## config.mk

```make
export PLATFORM = sky130hd
export DESIGN_NAME = alu_arbiter_flat
export DESIGN_NICKNAME = d
export VERILOG_FILES = /design/src/rtl/alu_arbiter_if.sv /design/src/rtl/alu_arbiter.sv /design/src/flat_wrapper.sv
export SDC_FILE = /design/constraint.sdc
export NUM_CORES = 1
export LEC_CHECK = 0
export CAP_MARGIN = 5
export CORE_ASPECT_RATIO = 1.2
export CORE_UTILIZATION = 54
export CTS_BUF_LIST = sky130_fd_sc_hd__clkbuf_8
export DETAILED_ROUTE_END_ITERATION = 16
export PLACE_DENSITY_LB_ADDON = 0.2
export SYNTH_ARGS = -nofsm -noshare
export SYNTH_HDL_FRONTEND = slang
export SYNTH_SLANG_ARGS = --single-unit
```

## constraint.sdc

```tcl
create_clock -name clk -period 9.3 [get_ports clk]
set_input_delay 0.93 -clock clk [delete_from_list [all_inputs] [get_ports clk]]
set_output_delay 0.93 -clock clk [all_outputs]
set_load 0.05 [all_outputs]
```

## src/rtl/alu_arbiter_if.sv

```systemverilog
// Handshake bundle between two ALU requesters, the shared response
// consumer and the alu_arbiter. The arbiter connects through the slave
// modport. The requesters and the consumer use the master modport.
interface alu_arbiter_if;
    logic        req0_valid;
    logic        req0_ready;
    logic [31:0] req0_a;
    logic [31:0] req0_b;
    logic [3:0]  req0_ctrl;

    logic        req1_valid;
    logic        req1_ready;
    logic [31:0] req1_a;
    logic [31:0] req1_b;
    logic [3:0]  req1_ctrl;

    logic        rsp_valid;
    logic        rsp_ready;
    logic        rsp_id;
    logic [31:0] rsp_result;
    logic        rsp_zero;

    modport slave (
        input  req0_valid, req0_a, req0_b, req0_ctrl,
        output req0_ready,
        input  req1_valid, req1_a, req1_b, req1_ctrl,
        output req1_ready,
        output rsp_valid, rsp_id, rsp_result, rsp_zero,
        input  rsp_ready
    );

    modport master (
        output req0_valid, req0_a, req0_b, req0_ctrl,
        input  req0_ready,
        output req1_valid, req1_a, req1_b, req1_ctrl,
        input  req1_ready,
        input  rsp_valid, rsp_id, rsp_result, rsp_zero,
        output rsp_ready
    );
endinterface

```

## src/rtl/alu_arbiter.sv

```systemverilog
// Round-robin arbiter in front of a single 32-bit integer ALU.
// Port 0 is the execute stage and port 1 is the address/branch unit.
// Only one operation is in flight at a time, and each operation passes
// through IDLE -> EXEC -> RESP.

// Combinational 32-bit integer ALU.
module alu_core (
    input  logic [31:0] a,
    input  logic [31:0] b,
    input  logic [3:0]  ctrl,
    output logic [31:0] result
);
    // Decode the control code. Any undefined code yields zero.
    always_comb begin
        result = 32'd0;
        case (ctrl)
            4'b0000: result = a + b;
            4'b0001: result = a - b;
            4'b0010: result = a & b;
            4'b0011: result = a | b;
            4'b0100: result = ~(a | b);
            4'b1000: result = {31'd0, (a < b)};
            default: result = 32'd0;
        endcase
    end
endmodule

module alu_arbiter #(
    parameter logic RR_INIT = 1'b0
) (
    input  logic           clk,
    input  logic           reset,
    alu_arbiter_if.slave   bus,
    output logic           busy
);
    localparam logic [1:0] IDLE = 2'd0;
    localparam logic [1:0] EXEC = 2'd1;
    localparam logic [1:0] RESP = 2'd2;

    logic [1:0]  state_reg;
    logic [1:0]  state_next;
    logic        prio_reg;
    logic        prio_next;

    logic [31:0] op_a_reg;
    logic [31:0] op_b_reg;
    logic [3:0]  op_ctrl_reg;
    logic        op_id_reg;

    logic [31:0] rsp_result_reg;
    logic        rsp_zero_reg;
    logic        rsp_id_reg;

    logic [1:0]  req_valid;
    logic [1:0]  req_ready;
    logic        grant_any;
    logic        grant_id;
    logic [31:0] alu_out;

    assign req_valid = {bus.req1_valid, bus.req0_valid};

    // Grant only in IDLE and outside reset. On contention the priority
    // holder wins. Otherwise the single active requester wins.
    always_comb begin
        grant_any = (state_reg == IDLE) && !reset && (|req_valid);
        grant_id  = (&req_valid) ? prio_reg : req_valid[1];
    end

    // Per-port ready is the grant decoded against the port index.
    generate
        for (genvar gi = 0; gi < 2; gi++) begin : g_ready
            assign req_ready[gi] = grant_any && (grant_id == 1'(gi));
        end
    endgenerate

    assign bus.req0_ready = req_ready[0];
    assign bus.req1_ready = req_ready[1];

    // Next-state logic and the round-robin pointer. The pointer moves
    // only when a grant resolves real contention. A lone requester
    // leaves the pointer unchanged.
    always_comb begin
        state_next = state_reg;
        prio_next  = prio_reg;
        case (state_reg)
            IDLE: begin
                if (grant_any) begin
                    state_next = EXEC;
                    if (&req_valid) begin
                        prio_next = ~grant_id;
                    end
                end
            end
            EXEC:    state_next = RESP;
            RESP:    if (bus.rsp_ready) state_next = IDLE;
            default: state_next = IDLE;
        endcase
    end

    // State, pointer and operand capture. The operands are latched on the
    // request handshake.
    always_ff @(posedge clk) begin
        if (reset) begin
            state_reg   <= IDLE;
            prio_reg    <= RR_INIT;
            op_a_reg    <= 32'd0;
            op_b_reg    <= 32'd0;
            op_ctrl_reg <= 4'd0;
            op_id_reg   <= 1'b0;
        end else begin
            state_reg <= state_next;
            prio_reg  <= prio_next;
            if (grant_any) begin
                op_a_reg    <= grant_id ? bus.req1_a    : bus.req0_a;
                op_b_reg    <= grant_id ? bus.req1_b    : bus.req0_b;
                op_ctrl_reg <= grant_id ? bus.req1_ctrl : bus.req0_ctrl;
                op_id_reg   <= grant_id;
            end
        end
    end

    // The ALU sees only the operand registers, so no output depends
    // combinationally on the request operands.
    alu_core u_alu (
        .a      (op_a_reg),
        .b      (op_b_reg),
        .ctrl   (op_ctrl_reg),
        .result (alu_out)
    );

    // Capture the ALU result at the end of EXEC. The captured value holds
    // through RESP until the consumer takes it.
    always_ff @(posedge clk) begin
        if (reset) begin
            rsp_result_reg <= 32'd0;
            rsp_zero_reg   <= 1'b0;
            rsp_id_reg     <= 1'b0;
        end else if (state_reg == EXEC) begin
            rsp_result_reg <= alu_out;
            rsp_zero_reg   <= (alu_out == 32'd0);
            rsp_id_reg     <= op_id_reg;
        end
    end

    assign bus.rsp_valid  = (state_reg == RESP);
    assign bus.rsp_id     = rsp_id_reg;
    assign bus.rsp_result = rsp_result_reg;
    assign bus.rsp_zero   = rsp_zero_reg;
    assign busy           = (state_reg != IDLE);
endmodule

```

## src/flat_wrapper.sv

```systemverilog
// flat-port wrapper written by rule: the top's interface ports become plain ports
module alu_arbiter_flat 
#(
    parameter logic RR_INIT = 1'b0
)
  (clk, reset, busy, bus_req0_valid, bus_req0_a, bus_req0_b, bus_req0_ctrl, bus_req0_ready, bus_req1_valid, bus_req1_a, bus_req1_b, bus_req1_ctrl, bus_req1_ready, bus_rsp_valid, bus_rsp_id, bus_rsp_result, bus_rsp_zero, bus_rsp_ready);
  alu_arbiter_if bus_i ();
  input  logic clk;
  input  logic reset;
  output logic busy;
  input wire logic [$bits(bus_i.req0_valid)-1:0] bus_req0_valid;
  input wire logic [$bits(bus_i.req0_a)-1:0] bus_req0_a;
  input wire logic [$bits(bus_i.req0_b)-1:0] bus_req0_b;
  input wire logic [$bits(bus_i.req0_ctrl)-1:0] bus_req0_ctrl;
  output wire logic [$bits(bus_i.req0_ready)-1:0] bus_req0_ready;
  input wire logic [$bits(bus_i.req1_valid)-1:0] bus_req1_valid;
  input wire logic [$bits(bus_i.req1_a)-1:0] bus_req1_a;
  input wire logic [$bits(bus_i.req1_b)-1:0] bus_req1_b;
  input wire logic [$bits(bus_i.req1_ctrl)-1:0] bus_req1_ctrl;
  output wire logic [$bits(bus_i.req1_ready)-1:0] bus_req1_ready;
  output wire logic [$bits(bus_i.rsp_valid)-1:0] bus_rsp_valid;
  output wire logic [$bits(bus_i.rsp_id)-1:0] bus_rsp_id;
  output wire logic [$bits(bus_i.rsp_result)-1:0] bus_rsp_result;
  output wire logic [$bits(bus_i.rsp_zero)-1:0] bus_rsp_zero;
  input wire logic [$bits(bus_i.rsp_ready)-1:0] bus_rsp_ready;
  assign bus_i.req0_valid = bus_req0_valid;
  assign bus_i.req0_a = bus_req0_a;
  assign bus_i.req0_b = bus_req0_b;
  assign bus_i.req0_ctrl = bus_req0_ctrl;
  assign bus_req0_ready = bus_i.req0_ready;
  assign bus_i.req1_valid = bus_req1_valid;
  assign bus_i.req1_a = bus_req1_a;
  assign bus_i.req1_b = bus_req1_b;
  assign bus_i.req1_ctrl = bus_req1_ctrl;
  assign bus_req1_ready = bus_i.req1_ready;
  assign bus_rsp_valid = bus_i.rsp_valid;
  assign bus_rsp_id = bus_i.rsp_id;
  assign bus_rsp_result = bus_i.rsp_result;
  assign bus_rsp_zero = bus_i.rsp_zero;
  assign bus_i.rsp_ready = bus_rsp_ready;
  alu_arbiter #(.RR_INIT(RR_INIT)) u_core (.clk(clk), .reset(reset), .bus(bus_i), .busy(busy));
endmodule
```

After elaboration in Yosys (flattened, before gate mapping)
Index checks and enable logic that the tools add are counted.
- add/subtract/negate cells: 2
- magnitude comparators: 1
- eq/ne operators: 9
- muxes and demuxes: 8
- bitwise operators: 4
- reductions and logical operators: 13
- operators with widths (cell ; count):
    32-bit case mux with 6 select lines ; 1
    32-bit 2-to-1 mux ; 2
    32-bit adder ; 1
    32-bit bitwise AND ; 1
    32-bit zero test ; 1
    32-bit < comparator ; 1
    32-bit NOT ; 1
    32-bit OR ; 1
    32-bit subtractor ; 1
    4-bit by 2-bit == test with 1-bit output, second input constant ; 2
    2-bit case mux with 3 select lines ; 1
    4-bit by 1-bit == test with 1-bit output, second input constant ; 1
    4-bit by 3-bit == test with 1-bit output, second input constant ; 1
    4-bit == test, second input constant ; 1
    1-bit logical AND ; 4
    4-bit zero test ; 1
    2-bit 2-to-1 mux ; 2
    4-bit 2-to-1 mux ; 1
    2-bit by 1-bit != test with 1-bit output, second input constant ; 2
    2-bit AND reduction ; 2
    4-bit AND reduction ; 1
    2-bit by 1-bit == test with 1-bit output, second input constant ; 1
    2-bit == test, second input constant ; 1
    2-bit zero test ; 1
    5 further kinds ; 5
- bits in registers: 106
- input port bits: 141
- output and inout bits: 38
- logic and storage cells: 46

Depth between registers and ports, before layout
Gate-level depths: netlist of the first run.
- depth after elaboration: 5
- gate-level depth with buffers: 15
- depth with buffers taken out: 15

Modules after synthesis
A second synthesis of the first run with hierarchy kept.
- cell total of the unflattened synthesis: 1336
- area, all modules: 9947.0 µm²
- modules (own cells, without submodules) (module ; instances ; cells an instance ; area an instance (µm²) ; seq. area each (µm²)):
    alu_arbiter ; 1 ; 586 ; 5018.6 ; 2122.0
    alu_core ; 1 ; 750 ; 4928.5 ; 0.0

Worst setup path after synthesis of the first run
No wires, ideal clock.
- path kind: input to output
- start: in bus_req0_valid
- end: out bus_req1_ready
- arrival time: 2.549 ns
- data required time: 8.370 ns
- setup slack: 5.821 ns
- cell stages on the path: 5
- path buffers: 2
- cell sequence: inv_1 > o21ai_0 > clkbuf_1 > buf_1 > nor3_1
- cells in the longest elaborated chain, start to end: 3
- elaborated cells on any way between the ends: 5
- those cells by class: mux (1); reduce/logical (4)
- ends and longest elaborated chain (element ; line ; RTL):
    from (decl) ; flat_wrapper.sv:11 ; input wire logic [$bits(bus_i.req0_valid)-1:0] bus_req0_valid;
    2-bit AND reduction / 2-bit OR reduction (equally long branches) ; alu_arbiter.sv:66, alu_arbiter.sv:65 ;
    1-bit 2-to-1 mux / 1-bit logical AND (equally long branches) ; alu_arbiter.sv:66, alu_arbiter.sv:65 ;
    1-bit logical AND (*) ; alu_arbiter.sv:72 ; assign req_ready[gi] = grant_any && (grant_id == 1'(gi));
    to (decl) ; flat_wrapper.sv:20 ; output wire logic [$bits(bus_i.req1_ready)-1:0] bus_req1_ready;
Every way passes the cells marked *; elsewhere a longest branch is shown, timed or not.

Worst setup path after layout of the first run
- start: reg u_core.op_b_reg[0]
- end: reg u_core.rsp_zero_reg (netlist: u_core.bus.rsp_zero)
- cells in the longest elaborated chain, start to end: 4
- elaborated cells on any way between the ends: 8
- those cells by class: add/sub (2); order compare (1); mux (1); bitwise (3); reduce/logical (1)
- ends and longest elaborated chain (element ; line ; RTL):
    from (decl) ; alu_arbiter.sv:46 ; logic [31:0] op_b_reg;
    from (signal assigned) ; alu_arbiter.sv:115 ; op_b_reg <= grant_id ? bus.req1_b : bus.req0_b;
    parallel branches: the longest is 2 deep, another holds 32-bit subtractor ; n/a ;
    32-bit case mux with 6 select lines (*) ; alu_arbiter.sv:16 ; case (ctrl)
    32-bit zero test (*) ; alu_arbiter.sv:140 ; rsp_zero_reg <= (alu_out == 32'd0);
    to (signal assigned) ; alu_arbiter.sv:140 ;
    to (decl) ; alu_arbiter.sv:51 ; logic rsp_zero_reg;
Every way passes the cells marked *.
A chain may end at the register's enable or synchronous reset.

==> results of run 1 <==
-- cells by family after synthesis --
logic type	synth area share [%]
adders and majority gates	13.3
muxes	7.69
AOI/OAI and AO/OA	30.9
xor gates and xnor gates	0.781
buffers and inverters	7.56
DFF	21.0
and+or+nand+nor	18.7
-- worst register-to-register path, cell delays in order, from the launching register on --
cell,delay (ps)
sky130_fd_sc_hd__dfxtp_1,400
sky130_fd_sc_hd__ha_1,200
sky130_fd_sc_hd__inv_1,60
sky130_fd_sc_hd__fa_1,370
sky130_fd_sc_hd__nor2b_1,160
sky130_fd_sc_hd__o221ai_1,330
sky130_fd_sc_hd__a21oi_1,220
sky130_fd_sc_hd__o31ai_1,540
sky130_fd_sc_hd__nor2_1,150
sky130_fd_sc_hd__o41ai_1,560
sky130_fd_sc_hd__nand3_1,170
sky130_fd_sc_hd__a22oi_1,350
sky130_fd_sc_hd__nand2b_1,160
sky130_fd_sc_hd__nor4_1,50
sky130_fd_sc_hd__a41o_1,230
-- area by class of cell --
cell class                      count  share of cell area (%)
Inverter                          104                    3.23
Clock buffer                       10                    1.14
Sequential cell                   106                    17.6
Clock inverter                      6                   0.383
Multi-Input combinational cell   1016                    60.0
Tap cell                          224                    2.32
Timing Repair Buffer              189                    15.4
-- power by group through the flow --
stage,sequential [mW],clock [mW],combinational [mW]
after floorplan,0.612,0,0.775
after global placement,0.576,0,1.15
after detailed placement,0.579,0,1.16
after CTS,0.568,0.291,1.17
after global routing,0.578,0.307,1.28
final,0.569,0.286,1.19
-- cells in the final DEF, fill, tap and decap left out, types with 8 or more instances in the layout --
cell                              synthesis  final
sky130_fd_sc_hd__mux2i_1                 73     73
sky130_fd_sc_hd__nand4_1                 10     10
sky130_fd_sc_hd__inv_1                   96     96
sky130_fd_sc_hd__a31oi_1                 14     14
sky130_fd_sc_hd__a22oi_1                  8      8
sky130_fd_sc_hd__o21ai_1                 10     10
sky130_fd_sc_hd__a21oi_1                 84     84
sky130_fd_sc_hd__a221oi_1                16     16
sky130_fd_sc_hd__xnor2_1                  8      8
sky130_fd_sc_hd__nand3_1                 17     16
sky130_fd_sc_hd__o21bai_1                 8      8
sky130_fd_sc_hd__o211ai_1                11     11
sky130_fd_sc_hd__nor2b_1                 12     11
sky130_fd_sc_hd__clkdlybuf4s50_1          0    177
sky130_fd_sc_hd__a21o_1                  17     17
sky130_fd_sc_hd__and3_1                  20     20
sky130_fd_sc_hd__a221o_1                 11     11
sky130_fd_sc_hd__buf_4                    1     12
sky130_fd_sc_hd__ha_1                   104    104
sky130_fd_sc_hd__inv_2                    8      8
sky130_fd_sc_hd__clkbuf_8                 0     10
sky130_fd_sc_hd__nand2_1                 53     53
sky130_fd_sc_hd__nor4_1                   8      8
sky130_fd_sc_hd__dfxtp_1                106    106
sky130_fd_sc_hd__o21ai_0                 34     33
sky130_fd_sc_hd__a211oi_1               103    103
sky130_fd_sc_hd__nand2b_1                10     10
sky130_fd_sc_hd__o22ai_1                 12     12
sky130_fd_sc_hd__o21a_1                  10     10
sky130_fd_sc_hd__o31ai_1                 19     19
sky130_fd_sc_hd__a211o_1                 10     10
sky130_fd_sc_hd__nor2_1                 192    191
sky130_fd_sc_hd__nor3_1                  28     28
-- synthesized netlist by cell type, types with 11 or more instances --
cell / number
sky130_fd_sc_hd__a211oi_1: 103
sky130_fd_sc_hd__a21o_1: 17
sky130_fd_sc_hd__a21oi_1: 84
sky130_fd_sc_hd__a221o_1: 11
sky130_fd_sc_hd__a221oi_1: 16
sky130_fd_sc_hd__a31oi_1: 14
sky130_fd_sc_hd__and3_1: 20
sky130_fd_sc_hd__buf_1: 14
sky130_fd_sc_hd__buf_2: 12
sky130_fd_sc_hd__clkbuf_1: 60
sky130_fd_sc_hd__dfxtp_1: 106
sky130_fd_sc_hd__ha_1: 104
sky130_fd_sc_hd__inv_1: 96
sky130_fd_sc_hd__mux2i_1: 73
sky130_fd_sc_hd__nand2_1: 53
sky130_fd_sc_hd__nand3_1: 17
sky130_fd_sc_hd__nor2_1: 192
sky130_fd_sc_hd__nor2b_1: 12
sky130_fd_sc_hd__nor3_1: 28
sky130_fd_sc_hd__o211ai_1: 11
sky130_fd_sc_hd__o21ai_0: 34
sky130_fd_sc_hd__o22ai_1: 12
sky130_fd_sc_hd__o31ai_1: 19
-- per-layer routing --
metal / GRT usage (%) / vias to the layer above / part of all wire, %
li1: - / 5051 / -
met1: 37.2 / 4914 / 38
met2: 65.7 / 397 / 51
met3: 5.06 / 126 / 4.5
met4: 23.2 / 0 / 6.5
met5: 0 / - / 0
-- stage by stage --
step	utilization, %	instances	hold slack [ps]	worst slack [ps]	instance area [um^2]
after floorplan	-	1316	432	5820	10100
after global placement	65.2	1639	441	5300	11900
after detailed placement	65.2	1639	444	5300	11900
after CTS	66.2	1655	459	5300	12100
after global routing	66.2	1655	495	5120	12100
final	66.2	1655	458	5250	12100
-- how the worst max path moves through the flow --
stage | endpoint | slack [ps]
finish | u_core.bus.rsp_zero | 5250
global route | u_core.bus.rsp_zero | 5120
CTS | bus_req0_ready | 5300
detailed placement | bus_req0_ready | 5300
global placement | bus_req0_ready | 5300
floorplan | bus_req1_ready | 5820
==> flow_results.org, run 1 <==
** Clocking
- TritonCTS built the clock tree.
- The cell sitting at the root of the clock tree is a sky130_fd_sc_hd__clkbuf_8.
- In this run the post-CTS setup repair buffer count came out at 0.
- Clock-pin slew was measured on the worst setup and hold paths at 110 ps.
- Number of hold buffers added after cts :: 0
- Once the clock tree was built, the resizer swapped 0 gates to a different size.
- Counting along the longest clock path gives a buffer depth of 2.
- The H-tree was split into 3 levels.
- Clk_lat worst skew :: 400 ps
- Total CTS buffers :: 9
- Num Clock Sinks :: 106

** Timing
- Sum Neg Setup Slack :: 0 ps
- The clock period could shrink to 4050 ps.
- Max-slew violation count :: 0
- Skew final :: 9.46 ps
- For the pin with the worst max-slew slack, the measured transition is 1190 ps.
- Slew Limit Headroom :: 20.5%
- Of the available clock period, the critical path in the final layout requires 43.5%.
- The number of hold violations in the final report came to 0.
- Derived from the worst setup path, the maximum achievable clock frequency is 247 MHz.
- Setup violations remaining at the end of the flow were counted as 0.
- RSZ-0062 raised after global routing :: false

** Placement
- Summed over all nets, the half-perimeter wirelength after detailed placement is 26200 um.
- During placement, the flow inserted port buffers numbering 178.
- RePlAce Congestion :: 1.01

** Worst setup path
- Startpoint Class :: flip-flop
- The number of cells on the worst reg-to-reg path is 14.
- Slack of the worst reg-to-reg path :: 5250 ps
- The critical path starts at u_core.op_b_reg[0].
- Start-to-end type of the worst setup path :: flip-flop to flip-flop
- The cell family contributing the most delay on the critical path is compound AO/OA/AOI/OAI gates.
- Counting buffers and inverters, the worst setup path is 14 cells deep.
- The endpoint identified for the worst register-to-register timing path is u_core.bus.rsp_zero.
- The worst setup path is captured at a flip-flop.
- CP required :: 9600 ps
- Among all stages on the critical path, the largest delay is contributed by sky130_fd_sc_hd__o41ai_1.
- Crit path buf inv count :: 1
- Biggest cell delay along the critical path :: 560 ps
- For the worst setup path, the data arrival time is 4350 ps.
- The critical path goes through ha_1 -> inv_1 -> fa_1 -> nor2b_1 -> o221ai_1 -> a21oi_1 -> o31ai_1 -> nor2_1 -> o41ai_1 -> nand3_1 -> a22oi_1 -> nand2b_1 -> nor4_1 -> a41o_1.
- In this run the worst path has a maximum fanout of 4.
- Startpoint of the most critical register-to-register path :: u_core.op_b_reg[0]

** Yosys
- Yosys top cell by area :: sky130_fd_sc_hd__dfxtp_1
- Number of enable flip-flop cells after synthesis :: 0
- Counting every net in the synthesized netlist gives 1563.
- Of all flip-flops after synthesis, the portion carrying an async set or reset was 0%.
- The most used flip-flop cell after synthesis is sky130_fd_sc_hd__dfxtp_1.
- Average cell area after synthesis :: 7.67 um^2
- Of the post-synthesis cell area, the dominant cell type holds 21.0%.
- Yosys warning count :: 0
- After synthesis the netlist holds a flip-flop and latch count of 106.
- The mapped netlist covers 10100 um^2.
- Sorting the synthesized cells by area gives the leading types as sky130_fd_sc_hd__dfxtp_1 21%, sky130_fd_sc_hd__ha_1 13%, sky130_fd_sc_hd__a211oi_1 7.7%.
- Yosys mapped the design onto 91 distinct sky130hd cell types.
- Synthesis produced a netlist whose cell count is 1316.
- Sequential cells were found to cover 21.0% of the synthesized design area.

** Hold path
- The worst hold path begins at u_core.op_id_reg.
- The worst hold path was traced through 2 stages.
- The path with the worst hold slack has its endpoint at u_core.bus.rsp_id.
- The worst hold path belongs to the class flip-flop to flip-flop.

** Status
- Result of the run :: complete, no violations

** Floorplanning
- Die Ht :: 152 um
- The floorplan has 54 rows.
- Standard cell core area :: 18200 um^2
- Full die area :: 19200 um^2
- Measured along the x axis, the die boundary spans 127 um.
- I/O pin cnt :: 179
- Initial core utilization :: 55.3%

** Global route
- Maximum number of pins on one net before global-route repair :: 109
- Number of antenna violations at the first check in global routing :: 0
- The number of global-route vias before repair came to 10.2k.
- Total Routing Usage GR :: 35.2%
- Global-route wire length before repair :: 52700 um
- Overflow after GRT :: 0

** Finish
- Antenna diode count :: 0
- Share of final-layout standard cells stronger than drive strength 1 :: 4.96%
- Summing all multi-input logic gate instances after layout gives 7240 um^2.
- Compared with the post-synthesis result, the final layout area differs by 19.8%.
- Area taken by flip-flops and latches :: 2120 um^2
- Counting the fill cells in the layout gives 1629.
- The final layout contains 1673 nets.

** Route
- DR iter-0 viols :: 775
- After detailed routing, the number of remaining DRC violations is 0.
- Summed over all layers, the routed wires come to 33700 um.
- Drt wl/cell :: 20.3 um
- Using the TritonRoute via totals, the vias-per-cell ratio works out to 6.34.
- Final antenna-violating net count :: 0
- The routed layout has 10.5k vias.
- The first detailed-routing pass ran for 6 iterations.

** Power
- After layout, the design draws a total of 2.04 mW.
- Switching share of power :: 48.2%
- Leakage Power :: 5.13 nW
- Power spread over the standard cell area amounts to 169 nW/um^2.
- Combinational cells account for 58.2% of the total power.
- For this design the total switching power over the nets is 0.984 mW.
- Internal power comes to 1.06 mW.
- Part of the power in registers :: 27.8%
- Clock network fraction of design power :: 14.0%
- Worst-case vdd ir drop :: 0.115 mV

** Flow run
- Max-cap violations :: 0
Note: power is estimated with default switching activity, not from simulation.
==> run 2, diff against run 1 <==
==> constraint.sdc (replaced) <==
create_clock -name clk -period 3.76 [get_ports clk]
set_input_delay 0.376 -clock clk [delete_from_list [all_inputs] [get_ports clk]]
set_output_delay 0.376 -clock clk [all_outputs]
set_load 0.05 [all_outputs]
==> flow_results.org, run 2 (synthesized netlist as in run 1, its figures left out) <==
** Hold path
- Number of cells on the worst hold path :: 2
- In this run the most critical hold path is launched from reset.
- Hold/Removal Path Class :: primary input to flip-flop
- Worst hold path endpoint :: u_core.bus.rsp_result[25]

** Timing
- In this run the tightest slew margin relative to its limit is 27.7%.
- Max-slew violation count :: 0
- Worst hold slack :: 377 ps
- RSZ-0062 raised after global routing :: false
- Setup violations remaining at the end of the flow were counted as 0.
- Transition time at the pin with the least slew margin :: 1080 ps
- Final Hold Vio Count :: 0
- Shortest clock period the worst path allows after layout :: 3600 ps
- Between clock sinks in the finished design, the worst skew comes to 17.0 ps.
- The worst path uses 95.8% of the clock period.
- Maximum clock rate :: 278 MHz

** Worst setup path
- R2r endpoint :: u_core.bus.rsp_zero
- Biggest cell delay along the critical path :: 370 ps
- CP arrival :: 3950 ps
- Endpoint kind of the worst setup timing path :: flip-flop
- In this run the critical register-to-register path is launched from u_core.op_b_reg[1].
- Worst Path Max Fanout :: 4
- The critical path is of the flip-flop to flip-flop type.
- Measured in cells, the most critical reg-to-reg path has a length of 13.
- The slowest stage of the critical path is the sky130_fd_sc_hd__a211o_1 cell.
- CP required :: 4110 ps
- Slack of the worst reg-to-reg path :: 160 ps
- Walking the worst path, the cells encountered are inv_1 -> ha_1 -> o21bai_1 -> nand4_1 -> buf_4 -> a21boi_1 -> o211ai_1 -> a211o_1 -> and3_1 -> o22ai_1 -> nand2b_1 -> nor4_2 -> a41o_1.
- The worst setup path is launched from a flip-flop.

** Global route
- The total overflow left after global routing is 0.
- Maximum number of pins on one net before global-route repair :: 71
- The number of global-route vias before repair is 11.0k.
- Total Routing Usage GR :: 37.9%
- Global-route wire length before repair :: 56400 um
- Number of antenna violations at the first check in global routing :: 0

** Finish
- Area growth from synthesis to layout :: 28.2%
- Once layout is done, the placed cells without fillers occupy 12900 um^2.
- Final design utilization :: 70.9%
- Antenna diode count :: 0
- The post-route netlist has 11.4% of its cells at a drive strength greater than 1.
- The library cell used most frequently in the layout, excluding fill and tap cells, is sky130_fd_sc_hd__nor2_1.
- Layout net count :: 1762
- In the layout the commonest cells are 191 x sky130_fd_sc_hd__nor2_1, 177 x sky130_fd_sc_hd__clkdlybuf4s50_1, 105 x sky130_fd_sc_hd__dfxtp_1.
- The finished layout holds 1744 standard cells, fillers aside.

** Route
- Detailed Route WL :: 36300 um
- Drt drc :: 0
- Final antenna-violating net count :: 0
- The first routing iteration left 666 violations.
- Via Count :: 11.0k
- Vias per cell :: 6.32
- Drt wl/cell :: 20.8 um
- The pre-antenna-repair detailed-routing pass consisted of 7 iterations.

** Placement
- Input/output buffers :: 178
- After detailed placement, the design holds a cell count of 1721.
- The wire-length estimate of the detail-placed layout is 28900 um.
- The congestion estimate from routability-driven global placement came to 1.04.
- Cell area reported after detailed placement :: 12600 um^2

** Clocking
- Clock-pin slew was measured on the worst setup and hold paths at 110 ps.
- In this run the clock root is driven by a sky130_fd_sc_hd__clkbuf_8.
- The tree built by TritonCTS fans out to 106 sinks.
- Total CTS buffers :: 9
- The H-tree was split into 3 levels.
- The clock reaches the later pin of the worst-skew pair after 400 ps.
- Deepest clock path buffer count :: 2
- TritonCTS built the clock tree.

** Floorplanning
- The floorplan step set the die width to 127 um.
- In this run the count of I/O pins placed on the die edge is 179.
- The die is 152 um tall.
- Once the floorplan was initialized, standard cells occupied 55.3% of the core.
- Full die area :: 19200 um^2
- Row count :: 54
- The core region is 18200 um^2.

** Power
- Leakage Power :: 5.61 nW
- P per Cell Area :: 420 nW/um^2
- The worst-case IR drop observed on VDD is 0.228 mV.

** Flow run
- Across the run, the number of max-cap violations was 0.

** Status
- The flow ran to the end, and the final reports show no timing, DRC or antenna violations.
-- run 2: cell types whose count changed in the layout (fill, tap and decap cells not counted), moves of 3 or more --
cell,change
sky130_fd_sc_hd__a21oi_1,-3
sky130_fd_sc_hd__buf_12,+6
sky130_fd_sc_hd__buf_4,+83
sky130_fd_sc_hd__ha_1,-3
sky130_fd_sc_hd__o31ai_4,+3
-- run 2: worst max-delay path by stage --
stage | slack (ps) | endpoint | from
detailed placement | -60 | u_core.bus.rsp_zero | u_core.op_b_reg[0]
CTS | 2 | u_core.bus.rsp_zero | u_core.op_b_reg[0]
global route | 10 | u_core.bus.rsp_zero | u_core.op_b_reg[13]
floorplan | 510 | u_core.bus.rsp_zero | u_core.op_b_reg[10]
finish | 160 | u_core.bus.rsp_zero | u_core.op_b_reg[1]
global placement | 110 | u_core.bus.rsp_zero | u_core.op_b_reg[0]
-- run 2: worst max-delay path: cells and delay by family (launching register included) --
kind / cells / cell delay, ps
compound gates: 6 / 1690
simple gates: 4 / 840
flops: 1 / 350
fa+ha+maj: 1 / 340
buf+inv: 2 / 340
-- run 2: timing repair --
item | CTS | global route
setup endpoints to repair | 1 | 3
hold buffers | 0 | 0
pin swaps | 0 | 7
gates resized for setup | 2 | 22
buffers inserted | 0 | 7
-- run 2: metal layers --
| layer | vias up | share of wire [%] | track usage [%] |
|---|---|---|---|
| met5 | - | 0 | 0 |
| met4 | 0 | 7.5 | 28.3 |
| met3 | 153 | 4.9 | 4.49 |
| met2 | 470 | 51 | 70.9 |
| met1 | 5163 | 37 | 39.3 |
| li1 | 5237 | - | - |
-- run 2: cell type report --
class | count | area [um^2]
inverter | 104 | 390
tap | 224 | 280
clock inverter | 6 | 48.8
fill | 1466 | 5310
sequential | 106 | 2120
multi-input combinational | 1016 | 7350
clock buffer | 10 | 138
timing repair buffer | 278 | 2610
-- run 2: power breakdown --
| part | switching [mW] | internal, mW |
|---|---|---|
| Clock | 0.440 | 0.266 |
| Sequential | 0.136 | 1.26 |
| Combinational | 1.98 | 1.35 |
-- run 2: per-stage QoR --
stage	total power, mW	setup WS [ps]	setup TNS, ps
after floorplan	3.43	513	0
after global placement	4.53	109	0
after detailed placement	4.58	-56.2	-56.2
after CTS	5.28	1.84	0
after global routing	5.75	9.81	0
final	5.43	160	0
